### config.mk
export PLATFORM = sky130hd
export DESIGN_NAME = cam_capture_scaler_flat
export DESIGN_NICKNAME = d
export VERILOG_FILES = /design/src/rtl/cam_capture_scaler_if.sv /design/src/rtl/cam_capture_scaler.sv /design/src/flat_wrapper.sv
export SDC_FILE = /design/constraint.sdc
export NUM_CORES = 1
export LEC_CHECK = 0
export CAP_MARGIN = 10
export CORE_MARGIN = 2
export CORE_UTILIZATION = 55
export CTS_CLUSTER_SIZE = 40
export DETAILED_ROUTE_END_ITERATION = 10
export PLACE_DENSITY = 0.77
export SYNTH_ARGS = -nofsm -noshare
export SYNTH_HDL_FRONTEND = slang
export SYNTH_SLANG_ARGS = --single-unit
### constraint.sdc
create_clock -name clk -period 2.1 [get_ports clk]
set_input_delay 0.21 -clock clk [delete_from_list [all_inputs] [get_ports clk]]
set_output_delay 0.21 -clock clk [all_outputs]
set_load 0.05 [all_outputs]
### src/rtl/cam_capture_scaler_if.sv
// Frame-buffer write port driven by the capture block: one pixel word per we pulse.
interface cam_capture_scaler_if #(
   parameter int ADDR_WIDTH = 17
);
   logic                  we;
   logic [ADDR_WIDTH-1:0] wAddr;
   logic [15:0]           wData;

   modport master (output we, wAddr, wData);
   modport slave  (input  we, wAddr, wData);
endinterface

### src/rtl/cam_capture_scaler.sv
// DVP camera capture: oversamples pclk/href/vsync in clk, assembles 1- or 2-byte pixels,
// decimates by DECIM and writes the frame buffer through a single registered write port.
module cam_capture_scaler #(
   parameter int IMG_WIDTH  = 320,
   parameter int IMG_HEIGHT = 240,
   parameter int PIX_BYTES  = 2,
   parameter int DECIM      = 1,
   parameter int OUT_W      = IMG_WIDTH / DECIM,
   parameter int OUT_H      = IMG_HEIGHT / DECIM,
   parameter int ADDR_WIDTH = $clog2(OUT_W * OUT_H)
) (
   input  logic                 clk,
   input  logic                 reset,
   input  logic                 cap_en,
   input  logic                 single_shot,
   input  logic                 cap_start,
   input  logic                 pclk,
   input  logic                 href,
   input  logic                 vsync,
   input  logic [7:0]           data,
   cam_capture_scaler_if.master fb,
   output logic                 busy,
   output logic                 frame_done,
   output logic [15:0]          frame_cnt,
   output logic                 line_err
);
   localparam int CW = $clog2(IMG_WIDTH + 1);
   localparam int RW = $clog2(IMG_HEIGHT + 1);

   typedef enum logic [1:0] {IDLE, WAIT_VS, CAPTURE, DONE} state_t;
   state_t state_reg, state_next;

   logic [2:0]            pclk_sync_reg, href_sync_reg, vsync_sync_reg;
   logic [7:0]            data_s1_reg, data_s2_reg;
   logic                  phase_reg;
   logic [7:0]            hi_reg;
   logic [CW-1:0]         col_in_reg;
   logic [RW-1:0]         row_in_reg;
   logic [ADDR_WIDTH-1:0] wr_ptr_reg, line_base_reg, pend_addr_reg;
   logic [15:0]           pend_data_reg;
   logic                  pend_reg;

   logic pclk_rise, href_fall, vs_fall, vs_rise;
   assign pclk_rise = pclk_sync_reg[1] & ~pclk_sync_reg[2];
   assign href_fall = ~href_sync_reg[1] & href_sync_reg[2];
   assign vs_fall   = ~vsync_sync_reg[1] & vsync_sync_reg[2];
   assign vs_rise   = vsync_sync_reg[1] & ~vsync_sync_reg[2];

   assign busy       = (state_reg != IDLE);
   assign frame_done = (state_reg == DONE);

   logic          capturing, byte_ev, pix_done, col_ok, row_ok, row_kept, keep;
   logic [15:0]   pix_word;
   logic [CW-1:0] col_eff;

   always_comb begin
      capturing = (state_reg == CAPTURE);
      byte_ev   = capturing && pclk_rise && href_sync_reg[1];
      pix_done  = byte_ev && ((PIX_BYTES == 1) || phase_reg);
      pix_word  = (PIX_BYTES == 1) ? {8'h00, data_s2_reg} : {hi_reg, data_s2_reg};
      col_ok    = (32'(col_in_reg) < IMG_WIDTH);
      row_ok    = (32'(row_in_reg) < IMG_HEIGHT);
      row_kept  = row_ok && ((32'(row_in_reg) % DECIM) == 0);
      keep      = pix_done && col_ok && row_kept && ((32'(col_in_reg) % DECIM) == 0);
      // column count including a pixel that completes in the same cycle as href fall
      col_eff   = (pix_done && col_ok) ? col_in_reg + CW'(1) : col_in_reg;
   end

   always_comb begin
      state_next = state_reg;
      case (state_reg)
         IDLE:    if (cap_en && (!single_shot || cap_start)) state_next = WAIT_VS;
         WAIT_VS: if (!cap_en) state_next = IDLE;
                  else if (vs_fall) state_next = CAPTURE;
         CAPTURE: if (vs_rise) state_next = DONE;
         DONE:    state_next = (cap_en && !single_shot) ? WAIT_VS : IDLE;
         default: state_next = IDLE;
      endcase
   end

   always_ff @(posedge clk) begin
      if (reset) state_reg <= IDLE;
      else       state_reg <= state_next;
   end

   always_ff @(posedge clk) begin
      if (reset) begin
         pclk_sync_reg  <= '0;
         href_sync_reg  <= '0;
         vsync_sync_reg <= '0;
         data_s1_reg    <= '0;
         data_s2_reg    <= '0;
         phase_reg      <= 1'b0;
         hi_reg         <= '0;
         col_in_reg     <= '0;
         row_in_reg     <= '0;
         wr_ptr_reg     <= '0;
         line_base_reg  <= '0;
         pend_reg       <= 1'b0;
         pend_addr_reg  <= '0;
         pend_data_reg  <= '0;
         fb.we          <= 1'b0;
         fb.wAddr       <= '0;
         fb.wData       <= '0;
         frame_cnt      <= '0;
         line_err       <= 1'b0;
      end else begin
         pclk_sync_reg  <= {pclk_sync_reg[1:0], pclk};
         href_sync_reg  <= {href_sync_reg[1:0], href};
         vsync_sync_reg <= {vsync_sync_reg[1:0], vsync};
         data_s1_reg    <= data;
         data_s2_reg    <= data_s1_reg;
         line_err       <= 1'b0;

         if (state_reg == WAIT_VS && state_next == CAPTURE) begin
            col_in_reg    <= '0;
            row_in_reg    <= '0;
            phase_reg     <= 1'b0;
            wr_ptr_reg    <= '0;
            line_base_reg <= '0;
            fb.wAddr      <= '0;
         end

         // second pipeline stage: the write port only updates when a pixel is written
         fb.we    <= pend_reg;
         pend_reg <= keep;
         if (pend_reg) begin
            fb.wAddr <= pend_addr_reg;
            fb.wData <= pend_data_reg;
         end

         if (state_reg == DONE) frame_cnt <= frame_cnt + 16'd1;

         if (byte_ev) begin
            if (!phase_reg) hi_reg <= data_s2_reg;
            if (PIX_BYTES == 2) phase_reg <= ~phase_reg;
         end
         if (pix_done && col_ok) col_in_reg <= col_eff;
         if (keep) begin
            pend_addr_reg <= wr_ptr_reg;
            pend_data_reg <= pix_word;
            wr_ptr_reg    <= wr_ptr_reg + ADDR_WIDTH'(1);
         end

         // line end overrides the per-pixel updates above; the address realigns to the row base
         if (capturing && href_fall) begin
            line_err   <= (32'(col_eff) != IMG_WIDTH);
            col_in_reg <= '0;
            phase_reg  <= 1'b0;
            if (row_ok) row_in_reg <= row_in_reg + RW'(1);
            if (row_kept) begin
               line_base_reg <= line_base_reg + ADDR_WIDTH'(OUT_W);
               wr_ptr_reg    <= line_base_reg + ADDR_WIDTH'(OUT_W);
            end else begin
               wr_ptr_reg    <= line_base_reg;
            end
         end
      end
   end
endmodule
### src/flat_wrapper.sv
// flat-port wrapper written by rule: the top's interface ports become plain ports
module cam_capture_scaler_flat 
#(
   parameter int IMG_WIDTH  = 320,
   parameter int IMG_HEIGHT = 240,
   parameter int PIX_BYTES  = 2,
   parameter int DECIM      = 1,
   parameter int OUT_W      = IMG_WIDTH / DECIM,
   parameter int OUT_H      = IMG_HEIGHT / DECIM,
   parameter int ADDR_WIDTH = $clog2(OUT_W * OUT_H)
)
  (clk, reset, cap_en, single_shot, cap_start, pclk, href, vsync, data, busy, frame_done, frame_cnt, line_err, fb_we, fb_wAddr, fb_wData);
  cam_capture_scaler_if #(.ADDR_WIDTH(ADDR_WIDTH)) fb_i ();
  input  logic clk;
  input  logic reset;
  input  logic cap_en;
  input  logic single_shot;
  input  logic cap_start;
  input  logic pclk;
  input  logic href;
  input  logic vsync;
  input  logic [7:0] data;
  output logic busy;
  output logic frame_done;
  output logic [15:0] frame_cnt;
  output logic line_err;
  output wire logic [$bits(fb_i.we)-1:0] fb_we;
  output wire logic [$bits(fb_i.wAddr)-1:0] fb_wAddr;
  output wire logic [$bits(fb_i.wData)-1:0] fb_wData;
  assign fb_we = fb_i.we;
  assign fb_wAddr = fb_i.wAddr;
  assign fb_wData = fb_i.wData;
  cam_capture_scaler #(.IMG_WIDTH(IMG_WIDTH), .IMG_HEIGHT(IMG_HEIGHT), .PIX_BYTES(PIX_BYTES), .DECIM(DECIM), .OUT_W(OUT_W), .OUT_H(OUT_H), .ADDR_WIDTH(ADDR_WIDTH)) u_core (.clk(clk), .reset(reset), .cap_en(cap_en), .single_shot(single_shot), .cap_start(cap_start), .pclk(pclk), .href(href), .vsync(vsync), .data(data), .fb(fb_i), .busy(busy), .frame_done(frame_done), .frame_cnt(frame_cnt), .line_err(line_err));
endmodule
==> metrics.log <==
[metrics] Avg Cell Area, Syn: 8.71 um2
[metrics] number of setup violations in the final report: 0
[metrics] endpoint kind of the worst setup timing path: flip-flop
[metrics] power density normalized to cell area: 803 nW/um2
[metrics] gate count after technology mapping: roughly 800
[metrics] Final Hold Viols: 0
[metrics] Slew HR: about half
[metrics] post-synthesis net count: 816
[metrics] via count: just under 6k
[metrics] maximum number of pins on one net before global-route repair: 75
[metrics] sum of overflow across all layers after global routing: 0
[metrics] critical path launch point type: flip-flop
[metrics] worst IR drop on VDD: 468 uV
[metrics] final core utilization: slightly below 70%
[metrics] actual slew at the worst max-slew pin: 0.720 ns
[metrics] overall routed net length: approximately 16,000 um
[metrics] DIE HEIGHT: 116 um
[metrics] final worst hold slack: just under 0.2 ns
[metrics] fraction of final layout cells sized beyond drive strength 1: 8.06%
[metrics] final-layout setup total negative slack: 0 ns
[metrics] total half-perimeter wirelength after legalization and detailed placement: roughly 10,000 um
[metrics] share of synthesized registers carrying an async set or reset: 0%
[metrics] first-pass GRT wire length: 25,700 um
[metrics] count of flip-flops with a built-in enable after synthesis: 0
[metrics] Initial Util: between 50% and 60%
[metrics] Port-buffer cells: 68
[metrics] post-synthesis instance area: 6910 um2
[metrics] unrepaired setup endpoints after global routing: false
[metrics] count of warnings emitted by yosys: 0
[metrics] floorplan die area: 13,500 um2
[metrics] wire per inst: around 15 um
[metrics] clock tree from TritonCTS: yes
[metrics] time the worst path needs with I/O delays and setup: 1.99 ns
[metrics] I/O pins: 69
[metrics] outcome: completed
[metrics] flops & latches, synth: 172
[metrics] antenna diode count: 0
[metrics] leading register cell type out of synthesis: dfxtp_1
[metrics] number of distinct library cells after synthesis: 59
[metrics] data arrival time of the critical path: between 2 and 2.5 ns
[metrics] Nets: around 880
[metrics] reported leakage power: 3.01 nW
[metrics] dominant cells by area after synthesis: dfxtp_1 50%, nand2_1 6.6%, a21oi_1 4.6%
[metrics] placement row count: 40
[metrics] detailed router's first-iteration violation count: 561
[metrics] required time of the worst setup path: between 2 and 2.5 ns
[metrics] final worst-path cycle share: 94.7%
[metrics] layout-stage area growth over the synthesis result: 21.6%
[metrics] Num Clock Sinks: 172
[metrics] root buffer selected by CTS: clkbuf_16
[metrics] detailed-route vias per instance: ~5.6
[metrics] maximum fanout along the worst path: 6
[metrics] post-route antenna net violation count: 0
[metrics] Total GRT Usage: between 20% and 30%
[metrics] via count of the first global-routing pass: 5,534
[metrics] TritonCTS Buffers: 17
[metrics] # H-tree levels: 4
[metrics] standard cell core area: 12,200 um2
[metrics] number of buffers on the longest clock path: 2
[metrics] share of the synthesized area in the top cell type: about half
[metrics] total of hold buffers inserted after clock tree synthesis: 0
[metrics] Max Cap Viol: 0
[metrics] final estimated routing congestion in global placement: 0.909
[metrics] width of the die: between 100 and 150 um
[metrics] Final Max Slew Viols: 0
[metrics] cell type with the highest aggregate area in the netlist: dfxtp_1
[metrics] number of remaining DRC errors: 0
[metrics] initial antenna violation count: 0
[metrics] type of the setup path with the least slack: flip-flop to flip-flop
[metrics] first drt pass iteration count: 5
[metrics] maximum achievable frequency: 503 MHz
[metrics] class of the worst hold path: primary input to flip-flop
[metrics] final clock skew: around 0.011 ns
[metrics] Clock transition at path regs: 0.07 ns
[metrics] part of the Yosys area used for sequential elements: roughly half
[metrics] clock latency reported for the late side of the worst-skew pair: ~0.44 ns
==> critical path, cell delays in order (launching register included) <==
cell,delay (ns)
dfxtp_1,0.46
ha_1,0.26
nand3_1,0.23
nor2_2,0.31
nand3_1,0.15
or4_1,0.42
o311ai_1,0.09
==> cells in the mapped netlist, types with 6 or more instances <==
master	number
ha_1	6
nand2_1	122
xnor2_1	17
inv_1	11
buf_2	11
clkbuf_1	26
xor2_1	13
and3_1	9
nand4_1	12
a21oi_1	64
a31oi_1	12
nand3_1	17
mux2i_1	25
nor3_1	13
and2_1	14
nor2b_1	27
a22o_1	17
or3_1	7
o21ai_0	40
buf_1	6
dfxtp_1	172
nor2_1	85
==> power by group <==
| part | total, mW | switching (mW) | internal [mW] | leakage [nW] |
|---|---|---|---|---|
| Clock | 3.31 | 1.34 | 1.97 | 0.305 |
| Combinational | 0.141 | 0.0836 | 0.0573 | 1.32 |
| Sequential | 3.30 | 0.0110 | 3.28 | 1.39 |
==> area by class of cell <==
type | count | area (um2)
Inverter | 12 | 47.5
Multi-Input combinational cell | 563 | 3220
Tap cell | 168 | 210
Fill cell | 983 | 3760
Sequential cell | 172 | 3440
Clock buffer | 19 | 453
Clock inverter | 13 | 176
Timing Repair Buffer | 90 | 852
==> layout by cell type (no fill, tap or decap), drive strengths merged, types with 14 or more instances in the layout <==
cell type and instances:
inv 19, mux2i 25, clkbuf 19, clkdlybuf4s50 65, nor2b 27, o21ai 40, a21oi 64, nand2 123
buf 24, and2 14, nor2 87, xnor2 17, nand3 17, dfxtp 172, a22o 17
==> metal layers <==
metal / up-vias / global-route usage [%] / routed length [um]
met2: 167 / 40.3 / 7670
met3: 31 / 5.92 / 716
met1: 2762 / 29.8 / 6870
met5: - / 0 / 0
met4: 0 / 9.37 / 272
li1: 2868 / - / -
==> logic make-up (layout without fill, tap and decap cells) <==
family                     count (synthesis)  in the layout  share of synthesized area [%]
muxes                                     26             26                           3.78
AOI/OAI and AO/OA                        160            160                           14.0
and+or+nand+nor                          341            341                           23.7
adders and majority gates                  6              6                           1.09
DFF                                      172            172                           49.8
xor gates and xnor gates                  30             30                           3.80
buffers and inverters                     59            134                           3.82
==> per-stage QoR <==
| step | instance area [um2] | cells | power [mW] | setup WS (ns) |
|---|---|---|---|---|
| 2_1_floorplan | 6910 | 794 | 3.45 | 0.187 |
| 3_3_place_gp | 7760 | 1004 | 3.51 | 0.128 |
| 3_5_place_dp | 7760 | 1004 | 3.51 | 0.0858 |
| 4_1_cts | 8390 | 1036 | 6.79 | 0.0395 |
| 5_1_grt | 8400 | 1037 | 6.94 | 0.00784 |
| 6_report | 8400 | 1037 | 6.75 | 0.111 |
==> final timing paths <==
path	slack, ns	start	depth (start not counted)	end
worst min-delay path	0.20	reset	2	u_core.frame_cnt[6]$_SDFFE_PP0P_
worst max-delay path	0.11	u_core.wr_ptr_reg[0]$_SDFFE_PP0P_	6	u_core.wr_ptr_reg[16]$_SDFFE_PP0P_
worst min register to register	0.44	u_core.href_sync_reg[0]$_SDFF_PP0_	1	u_core.href_sync_reg[1]$_SDFF_PP0_
worst max register to register	0.11	u_core.wr_ptr_reg[0]$_SDFFE_PP0P_	6	u_core.wr_ptr_reg[16]$_SDFFE_PP0P_
==> timing repair <==
action | 4_1_cts | 5_1_grt
setup endpoints to repair | 1 | 4
pin swaps | 0 | 0
setup buffers | 0 | 0
hold endpoints to repair | 0 | 0
resized for setup | 1 | 3
No activity file was read; power rests on OpenSTA's default activity.
